`config.mk`:
```
export PLATFORM = sky130hd
export DESIGN_NAME = fp_to_int_converter
export DESIGN_NICKNAME = d
export VERILOG_FILES = /design/src/rtl/fp_to_int_converter.sv
export SDC_FILE = /design/constraint.sdc
export NUM_CORES = 1
export LEC_CHECK = 0
export ABC_AREA = 1
export ABC_CLOCK_PERIOD_IN_PS = 1900
export CAP_MARGIN = 20
export CORE_MARGIN = 3
export CORE_UTILIZATION = 55
export CTS_BUF_LIST = sky130_fd_sc_hd__clkbuf_16
export DETAILED_ROUTE_END_ITERATION = 7
export PLACE_DENSITY = 0.81
export SETUP_SLACK_MARGIN = 0.15
export SLEW_MARGIN = 20
export SYNTH_ARGS = -nofsm -noshare
export SYNTH_HDL_FRONTEND = slang
export SYNTH_SLANG_ARGS = --single-unit
```
`constraint.sdc`:
```
create_clock -name clk -period 1.9 [get_ports clk]
set_input_delay 0.38 -clock clk [delete_from_list [all_inputs] [get_ports clk]]
set_output_delay 0.38 -clock clk [all_outputs]
set_load 0.05 [all_outputs]
```
`src/rtl/fp_to_int_converter.sv`:
```
//------------------------------------------------------------------------------
// Module      : fp_to_int_converter
// Description : IEEE-754 single to signed 32-bit integer, round toward zero,
//               one mantissa shift per cycle, valid/ready on both sides.
// Revision    : 1.0 - initial release
//------------------------------------------------------------------------------
`default_nettype none

module fp_to_int_converter (
  input  logic        clk,
  input  logic        rst_n,
  input  logic        in_valid,
  output logic        in_ready,
  input  logic [31:0] a,
  output logic        result_valid,
  input  logic        result_ready,
  output logic [31:0] result,
  output logic        overflow,
  output logic        invalid,
  output logic        inexact
);

  localparam logic [7:0]  C_EXP_BIAS   = 8'd127;
  localparam logic [7:0]  C_EXP_UNITY  = 8'd150;  // e = 23: mantissa already integer-aligned
  localparam logic [7:0]  C_EXP_SAT    = 8'd158;  // e = 31
  localparam logic [31:0] C_INT_MAX    = 32'h7FFF_FFFF;
  localparam logic [31:0] C_INT_MIN    = 32'h8000_0000;

  typedef enum logic [1:0] {
    S_IDLE   = 2'd0,
    S_SHIFT  = 2'd1,
    S_FINISH = 2'd2,
    S_DONE   = 2'd3
  } state_t;

  state_t      state_q, state_d;
  logic [31:0] mag_q, mag_d;
  logic [4:0]  cnt_q, cnt_d;
  logic        left_q, left_d;
  logic        sign_q, sign_d;
  logic [31:0] result_q, result_d;
  logic        ovf_q, ovf_d;
  logic        inv_q, inv_d;
  logic        inx_q, inx_d;

  logic        w_sign;
  logic [7:0]  w_exp;
  logic [22:0] w_frac;
  logic        w_frac_nz;
  logic        w_shift_left;
  logic [4:0]  w_shift_cnt;
  logic [31:0] w_sat;

  assign w_sign       = a[31];
  assign w_exp        = a[30:23];
  assign w_frac       = a[22:0];
  assign w_frac_nz    = |w_frac;
  assign w_shift_left = (w_exp >= C_EXP_UNITY);
  assign w_sat        = w_sign ? C_INT_MIN : C_INT_MAX;

  // |E - 150| is below 32 on the normal path, so 5-bit modular arithmetic
  // on the low exponent bits gives the exact count (150 mod 32 = 22).
  assign w_shift_cnt  = w_shift_left ? (w_exp[4:0] - 5'd22) : (5'd22 - w_exp[4:0]);

  assign in_ready     = (state_q == S_IDLE);
  assign result_valid = (state_q == S_DONE);
  assign result       = result_q;
  assign overflow     = ovf_q;
  assign invalid      = inv_q;
  assign inexact      = inx_q;

  always_ff @(posedge clk or negedge rst_n) begin
    if (!rst_n) begin
      state_q  <= S_IDLE;
      mag_q    <= 32'd0;
      cnt_q    <= 5'd0;
      left_q   <= 1'b0;
      sign_q   <= 1'b0;
      result_q <= 32'd0;
      ovf_q    <= 1'b0;
      inv_q    <= 1'b0;
      inx_q    <= 1'b0;
    end else begin
      state_q  <= state_d;
      mag_q    <= mag_d;
      cnt_q    <= cnt_d;
      left_q   <= left_d;
      sign_q   <= sign_d;
      result_q <= result_d;
      ovf_q    <= ovf_d;
      inv_q    <= inv_d;
      inx_q    <= inx_d;
    end
  end

  always_comb begin
    state_d  = state_q;
    mag_d    = mag_q;
    cnt_d    = cnt_q;
    left_d   = left_q;
    sign_d   = sign_q;
    result_d = result_q;
    ovf_d    = ovf_q;
    inv_d    = inv_q;
    inx_d    = inx_q;

    case (state_q)
      S_IDLE: begin
        if (in_valid) begin
          sign_d   = w_sign;
          mag_d    = {8'b0, 1'b1, w_frac};
          left_d   = w_shift_left;
          cnt_d    = w_shift_cnt;
          result_d = 32'd0;
          ovf_d    = 1'b0;
          inv_d    = 1'b0;
          inx_d    = 1'b0;
          if (w_exp == 8'hFF) begin
            state_d = S_DONE;
            if (w_frac_nz) begin
              inv_d = 1'b1;
            end else begin
              result_d = w_sat;
              ovf_d    = 1'b1;
            end
          end else if (w_exp == 8'd0) begin
            state_d = S_DONE;
            inx_d   = w_frac_nz;
          end else if (w_exp < C_EXP_BIAS) begin
            state_d = S_DONE;
            inx_d   = 1'b1;
          end else if (w_exp >= C_EXP_SAT) begin
            state_d = S_DONE;
            // -2^31 is the only magnitude at e >= 31 that still fits
            if (w_exp == C_EXP_SAT && w_sign && !w_frac_nz) begin
              result_d = C_INT_MIN;
            end else begin
              result_d = w_sat;
              ovf_d    = 1'b1;
            end
          end else begin
            state_d = S_SHIFT;
          end
        end
      end

      S_SHIFT: begin
        if (cnt_q == 5'd0) begin
          state_d = S_FINISH;
        end else begin
          cnt_d = cnt_q - 5'd1;
          if (left_q) begin
            mag_d = mag_q << 1;
          end else begin
            mag_d = mag_q >> 1;
            if (mag_q[0]) begin
              inx_d = 1'b1;
            end
          end
          if (cnt_q == 5'd1) begin
            state_d = S_FINISH;
          end
        end
      end

      S_FINISH: begin
        result_d = sign_q ? (~mag_q + 32'd1) : mag_q;
        state_d  = S_DONE;
      end

      S_DONE: begin
        if (result_ready) begin
          state_d = S_IDLE;
        end
      end

      default: begin
        state_d = S_IDLE;
      end
    endcase
  end

endmodule

`default_nettype wire

```
**Word level (Yosys, flattened, before mapping)**

Cells that the tools add are included.

- Div/mod/pow operators: 0
- Magnitude comparators: 3
- Mux-type cells: 43
- Shift operators: 0
- Bitwise gates (word level): 1
- Reduce and logical (&&, ||, !) cells: 14
- $add $sub $neg: 4
- Multiply operators: 0
- Eq/ne operators: 12

Operators with widths:

| kind | number |
|---|---|
| 2-to-1 mux 32 bit | 12 |
| case mux 32 bit (2 select lines) | 2 |
| adder 32 x 1 -> 32 bit, second input constant | 1 |
| NOT 32 bit | 1 |
| OR reduction 23 bit | 1 |
| equality test 8 bit, second input constant | 2 |
| greater-or-equal comparator 8 bit, second input constant | 2 |
| 2-to-1 mux 2 bit | 8 |
| 2-to-1 mux 1 bit | 15 |
| 2-to-1 mux 5 bit | 3 |
| case mux 5 bit (2 select lines) | 1 |
| zero test 8 bit | 1 |
| less-than comparator 8 x 7 -> 1 bit, second input constant | 1 |
| inequality test 2 bit, second input constant | 4 |
| case mux 2 bit (4 select lines) | 1 |
| AND reduction 3 bit | 2 |
| equality test 5 x 1 -> 1 bit, second input constant | 1 |
| zero test 5 bit | 1 |
| AND reduction 5 bit | 1 |
| subtractor 5 x 1 -> 5 bit, second input constant | 1 |
| subtractor 5 bit, first input constant | 1 |
| subtractor 5 bit, second input constant | 1 |
| equality test 2 bit, second input constant | 2 |
| AND reduction 2 bit | 2 |
| other kinds (8) | 10 |

- Bits of input ports: 36
- Memories: 0
- Latch bits: 0
- RAM bits: 0
- Register bits after elaboration: 76
- Bits in read-only memories: 0

**Depth between registers and ports, before layout**

Gate-level depths: netlist of the first run.

- Depth after elaboration: 10
- Mapped depth: 13
- Gate-level depth less buffers: 13

**Worst setup path before layout of the first run**

OpenSTA, ideal clock, no wires.

- Path kind: register to register
- Start point: reg state_q[0]
- End point: reg mag_q[13]
- Data required time: 1.818 ns
- Setup slack: -0.140 ns
- Path buffers: 2
- Cell stages (with the launch flop): 11
- Arrival time: 1.958 ns
- Setup time: 0.082 ns
- Path through: dfrtp_1 -> inv_1 -> ha_1 -> inv_1 -> nor2_1 -> a21oi_1 -> nand2_2 -> inv_2 -> buf_2 -> buf_4 -> a31oi_1

- Cells in the longest elaborated chain, start to end: 3

Ends and longest elaborated chain:

| what | RTL line | source |
|---|---|---|
| from (decl) | 36 | `state_t state_q, state_d;` |
| from (signal assigned) | 84 | `state_q <= state_d;` |
| zero test 2 bit (*) | n/a |  |
| named net in_ready | 13 | `output logic in_ready,` |
| inequality test 2 bit (no line) or nonzero test 2 bit (tied branches) | n/a |  |
| AND reduction 3 bit (no line) | n/a |  |
| to (signal assigned) | 85 | `mag_q <= mag_d;` |
| to (decl) | 37 | `logic [31:0] mag_q, mag_d;` |

Mark *: on every way through the listed nets, which the timed path passes. The rest lies on a longest branch.
A chain may end at the register's enable or synchronous reset.

**Worst setup path after layout of the first run**

- Start point: reg state_q[0]
- End point: out in_ready

- Cells in the longest elaborated chain, start to end: 1

Ends and longest elaborated chain:

| what | RTL line | source |
|---|---|---|
| zero test 2 bit | 65 | `assign in_ready = (state_q == S_IDLE);` |
| to (decl) | 13 |  |

Every way passes these cells.

==> impl_metrics.ini, run 1 <==
[run_status]
status = completed

[placed_design]
io_buffers = 72
gp_congestion = 0.975
dp_hpwl_mm = 10.6
dp_cells = 912
dpl_cell_area_mm2 = 0.00595

[floorplanning]
fp.dieArea_mm2 = 0.0102
rows = 34
ios = 73
die_y_um = 101
fp.dieW_um = 101
coreArea_mm2 = 0.00876
start_util_pct = 56.9

[pwr]
switching_power_mw = 7.49
seqPwrFrac_pct = 23.0
power.total_mw = 14.4
powerDensity_mw_per_mm2 = 2130
p_leak_nw = 3.28
p_sw_share_pct = 52.2
combPwrFrac_pct = 64.9
ir_drop_mv = 1.44
internal_power_mw = 6.87
power.clock.fraction_pct = 12.1

[global_routing]
grt_pass1_vias = 5239
grt_first_pass_wirelength_mm = 24.7
antenna_found_initial = 0
grt_max_degree = 77
track_usage_pct = 30.0
globalRouteOverflowTotal = 0

[cells_and_area]
num_antenna_cells = 0
design_area_mm2 = 0.00673
final_nets = 889
areaGrowthSynthToFinish_pct = 34.9
final_util_pct = 76.8
post_layout_nonfiller_instances = 953
layout-drive-gt1-share_pct = 22.0
n_fill_cell = 684

[synth]
synthXorXnorAreaFrac_pct = 0.878
synth_top_cell_area_share_pct = 38.1
synthCells = 727
yosysMostFrequentCell = nand2_1
synth_top_cell_by_area = dfrtp_1
yosys.area_share.simple_pct = 29.5
synth_mux_area_share_pct = 0
synthArstFlopShare_pct = 100
postSynthAreaPerCell_um2 = 6.86
synth-seq-area-share_pct = 38.1
synth_top_family_by_area = simple AND/OR/NAND/NOR gates
ys_seq_elements = 76
synth_nets = 776
synth_area_leaders = dfrtp_1 38%, nand2_1 12%, nor2_1 7.9%
yosys.area_share.adder_pct = 3.26
synth.distinct_cells = 31
yosys_warnings = 0
synth_edf_count = 0
synth_common_cells = 162 x nand2_1, 105 x nor2_1, 77 x o21ai_0
synth_ff_type = dfrtp_1
synthesis.area_mm2 = 0.00499
synth_compound_area_share_pct = 19.6

[timing]
setup_viol = 0
slew_viol_final = 0
relSlewSlack_pct = 54.8
hold_violations = 0
worst_pin_slew_ns = 0.677
clock.fmax_mhz = 590
fin_hold_ws_ns = 0.0647
finClkSkew_ns = 0.0119
fin_crit_sh_pct = 89.2
period_minus_slack_ns = 1.69
rsz0062_at_grt = true

[routing]
drc = 0
drtIter0Drc = 490
wl_mm = 15.7
postRouteAntennaNets = 0
avgRoutedWirePerCell_um = 16.5
viasPerCell = 5.94
first_pass_iters = 6
via_count = 5657

[worst_hold_path]
hp-class = in -> async

[clock_network]
cts_tree = built
clk_pin_slew_worst_paths_ns = 0.07
clock_tree.htree_level_count = 3
cts_hold_buf = 0
numClockSinks = 76
cts_buffers = 9
cts_buffer_depth = 2
clock_latency_ns = 0.34
cts_root_buffer = clkbuf_16

[worst_setup_path]
crit_start = state_q[0]$_DFFE_PN0P_
cp.arrival_ns = 1.31
reg2reg_from = mag_q[6]$_DFFE_PN0P_
cp_slowest_stage_delay_ns = 0.41
cp-start-kind = flop
path_class = reg -> out
endpoint_kind = output port
required_ns = 1.52
crit_fanout = 3
cp_cell_sequence = inv_2 > ha_4 > buf_4 > buf_12
crit_slowest_cell = dfrtp_1

[job]
maxCapViolCount = 0
area by class of cell:
| type | instances | area [um2] | area share [%] |
|---|---|---|---|
| sequential | 76 | 1910 | 28.3 |
| clock buffer | 9 | 225 | 3.35 |
| timing repair buffer | 138 | 1310 | 19.5 |
| tap | 108 | 135 | 2.01 |
| clock inverter | 7 | 67.6 | 1.00 |
| inverter | 64 | 245 | 3.64 |
| multi-input combinational | 551 | 2840 | 42.2 |
sequential cells by signal (all words and copies together), names as in the netlist:
register	cells
mag_q	32
cnt_q	5
sign_q	1
result	32
inexact	1
overflow	1
invalid	1
left_q	1
state_q	2
metal layers:
| layer | part of all wire [%] | global-route usage, % | vias to the layer above |
|---|---|---|---|
| met5 | 0 | 0 | - |
| met4 | 2.6 | 12.0 | 0 |
| met3 | 7.9 | 2.89 | 31 |
| met2 | 49 | 50.5 | 287 |
| met1 | 40 | 39.9 | 2682 |
| li1 | - | - | 2657 |
cells in the final DEF, fill, tap and decap left out, drive strengths merged:
cell           synthesis  routed
nand2                165     165
nor2                 108     108
buf                   19      96
o21ai                 78      78
dfrtp                 76      76
a21oi                 68      68
nand3                 67      67
inv                   64      64
a31oi                 18      18
dlymetal6s2s           0      17
clkbuf                17      14
ha                    13      13
dlygate4sd2            0      12
nand4                 10      10
o2111ai                7       7
clkdlybuf4s50          0       7
a21boi                 4       4
clkinv                 0       4
xnor2                  3       3
o211ai                 2       2
xor2                   2       2
nor3                   2       2
or2                    2       2
clkinvlp               0       2
o31ai                  1       1
o22ai                  1       1
bufinv                 0       1
bufbuf                 0       1
power groups by stage:
stage	clock network (mW)	logic (mW)	registers (mW)
final	1.74	9.33	3.30
after detailed placement	0	8.03	3.26
after global routing	1.79	10.1	3.40
after global placement	0	7.79	3.22
after floorplan	0	4.53	4.33
after CTS	1.72	8.64	3.23
worst max-delay path, delay by kind of cell, from the launching register on:
kind,cells,cell delay [ns]
DFF,1,0.41
buffers and inverters,3,0.38
adders and majority gates,1,0.17
path summary, 6_finish.rpt:
kind	to	slack [ns]	cells past startpoint
worst max register to register	result[27]$_DFFE_PN0P_	0.21	8
max in group asynchronous	mag_q[10]$_DFFE_PN0P_	1.45	2
worst min-delay path	result[14]$_DFFE_PN0P_	0.06	2
worst min register to register	result[31]$_DFFE_PN0P_	0.49	2
worst max-delay path	in_ready	0.21	4
min in group clk	mag_q[10]$_DFFE_PN0P_	0.36	3
repair_timing:
action                                  4_1_cts  5_1_grt
endpoints found under the hold margin         0        0
gates resized for setup                      39       69
gates cloned                                  2        2
buffers inserted                             13        8
endpoints found under the setup margin       53       64
pin swaps                                    10       21
logic make-up after synthesis:
| group | count (synthesis) |
|---|---|
| AO/OA/AOI/OAI | 179 |
| buffers and inverters | 100 |
| adder cells (fa/ha/maj) | 13 |
| AND/OR/NAND/NOR | 354 |
| XOR/XNOR | 5 |
| flip-flops | 76 |
stage by stage:
| step | worst slack, ns | setup TNS (ns) |
|---|---|---|
| after floorplan | 0.152 | 0 |
| after CTS | 0.141 | 0 |
| after global routing | 0.0918 | 0 |
| after detailed placement | -0.339 | -11.50 |
| after global placement | -0.248 | -8.56 |
| final | 0.206 | 0 |
Note: power is estimated with default switching activity, not from simulation.
==> run 2, diff against run 1 <==
Settings changed: CTS_CLUSTER_DIAMETER from default to 50.
==> results of run 2 <==
Final layout, timing and power as in run 1 (identical DEF).
==> run 3, diff against run 2 <==
Settings changed: ABC_AREA 1 to default.
==> run 3 against run 2 <==
Compared with the run above:
- the run now ends with setup timing left
- fmax shrank 36%
- first-iteration DRC count grew 64%
- setup slack lost 0.97 ns
- global-route usage grew 4.7 points
- sequential share of layout area shrank 4.7 points
- critical path depth grew 2
- worst hold slack gained 0.28 ns
- register-to-register slack lost 0.97 ns
==> impl_metrics.ini, run 3 <==
[run_status]
status = finished, violations left
violations = setup timing

[routing]
wl_mm = 27.2
via_count = 6436
postRouteAntennaNets = 0
avgRoutedWirePerCell_um = 31.6
viasPerCell = 7.50
first_pass_iters = 8
drc = 0
drtIter0Drc = 802

[placed_design]
gp_congestion = 0.896
dp_hpwl_mm = 9.38
io_buffers = 72
pre_cts_ws_ns = -0.651

[timing]
fin_hold_ws_ns = 0.347
fin_crit_sh_pct = 140
finClkSkew_ns = 0.0134
clock.fmax_mhz = 375
finalWorstSetupSlack_ns = -0.767
setup_viol = 57
rsz0062_at_grt = true
slew_viol_final = 0
relSlewSlack_pct = 18.4
hold_violations = 0
period_minus_slack_ns = 2.67
worst_pin_slew_ns = 1.21

[clock_network]
clock_tree.htree_level_count = 3
numClockSinks = 76
cts_tree = built
cts_buffer_depth = 2
clk_pin_slew_worst_paths_ns = 0.07
clock_latency_ns = 0.35
cts_buffers = 9
cts_root_buffer = clkbuf_16

[worst_setup_path]
path_class = reg -> reg
required_ns = 2.14
crit_slowest_cell = nor4_1
endpoint_kind = flop
crit_family = simple AND/OR/NAND/NOR gates
critPathBufInv = 0
cp_cell_sequence = nor4_1 > nor2_1 > mux2_2 > a31oi_1 > o31ai_1 > a31o_2
cp.arrival_ns = 2.91
crit_fanout = 5
reg2reg_slack_ns = -0.77
cp_slowest_stage_delay_ns = 0.95
cp-start-kind = flop

[synth]
synthesis.area_mm2 = 0.00480
synth_area_leaders = dfrtp_1 40%, nand2_1 8.4%, o21ai_0 7.5%
synth_ff_type = dfrtp_1
yosys_warnings = 0
ys_seq_elements = 76
synth_edf_count = 0
synthCells = 580
yosysMostFrequentCell = nand2_1
synth.distinct_cells = 47
synthArstFlopShare_pct = 100
synth_nets = 629
synth_common_cells = 108 x nand2_1, 76 x dfrtp_1, 72 x o21ai_0
synth_top_cell_area_share_pct = 39.6
synth_top_cell_by_area = dfrtp_1
postSynthAreaPerCell_um2 = 8.28
synth-seq-area-share_pct = 39.6

[floorplanning]
rows = 33
fp.dieArea_mm2 = 0.00988
die_y_um = 99.4
ios = 73
start_util_pct = 57.5
fp.dieW_um = 99.4
coreArea_mm2 = 0.00834

[global_routing]
antenna_found_initial = 1
globalRouteOverflowTotal = 0
track_usage_pct = 34.7
grt_pass1_vias = 5401
grt_first_pass_wirelength_mm = 27.2
grt_max_degree = 47

[cells_and_area]
layout-drive-gt1-share_pct = 49.4
final_nets = 798
layout_common_cells = 124 x buf_4, 77 x nand2_1, 71 x dfrtp_1
final_common_cell = buf_4
areaGrowthSynthToFinish_pct = 68.6
num_antenna_cells = 0
final_util_pct = 97.0

[job]
maxCapViolCount = 0

[worst_hold_path]
hp-class = in -> reg
## run 3: cell count changes after synthesis, moves of 8 or more
cell      delta
nor4_1      +11
a31oi_1     -16
inv_1       -48
a21oi_1     -25
nor2_1      -58
o31ai_1     +12
xnor2_1     +26
mux2i_1     +25
nand2_1     -54
nand3_1     -61
nor3_1       +8
clkbuf_1    +19
mux2_2      +11
## run 3: final cells by class
type | count | area [um2]
clock buffers | 9 | 225
inverters | 14 | 55.1
clock inverters | 6 | 113
multi-input cells | 442 | 3650
repair buffers | 206 | 2010
fillers | 139 | 249
flip-flops and latches | 76 | 1910
well taps | 105 | 131
## run 3: kinds of logic after synthesis
logic type	after synthesis	synth area share, %
fa+ha+maj	13	3.39
compound gates	154	19.1
flops	76	39.6
mux	36	7.79
simple gates	206	19.0
buf+inv	63	5.21
xor+xnor	32	5.84
## run 3: per-layer routing
layer / wire [um] / global-route usage, % / up-vias
li1: - / - / 2357
met1: 8290 / 41.3 / 2887
met2: 12000 / 61.0 / 833
met3: 3590 / 5.33 / 357
met4: 3250 / 17.4 / 2
met5: 13 / 0 / -
## run 3: timing repair
item | CTS | global route
pin swaps | 34 | 72
hold buffers | 1 | 0
buffers inserted | 20 | 16
cloned | 4 | 12
endpoints found under the setup margin | 75 | 72
resized for setup | 156 | 190
hold endpoints to repair | 26 | 0
## run 3: metrics by stage
stage | setup TNS [ns] | instances | cell area, um2
floorplan | -0.0551 | 580 | 5020
global placement | -21.35 | 790 | 6180
detailed placement | -25.74 | 790 | 6180
CTS | -0.419 | 830 | 7100
global route | -11.11 | 858 | 8090
finish | -10.19 | 858 | 8090
## run 3: path summary, 6_finish.rpt
| kind | to | cells after the start | startpoint |
|---|---|---|---|
| setup reg to reg | result[31]$_DFFE_PN0P_ | 6 | mag_q[30]$_DFFE_PN0P_ |
| min in group asynchronous | result[20]$_DFFE_PN0P_ | 2 | rst_n |
| hold / removal | mag_q[15]$_DFFE_PN0P_ | 3 | a[15] |
| max in group asynchronous | cnt_q[0]$_DFFE_PN0P_ | 3 | rst_n |
| hold reg to reg | invalid$_DFFE_PN0P_ | 2 | invalid$_DFFE_PN0P_ |
| setup / recovery | result[31]$_DFFE_PN0P_ | 6 | mag_q[30]$_DFFE_PN0P_ |
## run 3: worst register-to-register path: stages (launching register included)
cell and delay [ns]:
dfrtp_1 0.49, nor4_1 0.96, nor2_1 0.22, mux2_2 0.35, a31oi_1 0.21, o31ai_1 0.12, a31o_2 0.23
Power of run 3 is left out: the tool's default activity adds up to more than one toggle a clock period on the data nets, which glitch-free logic cannot reach.
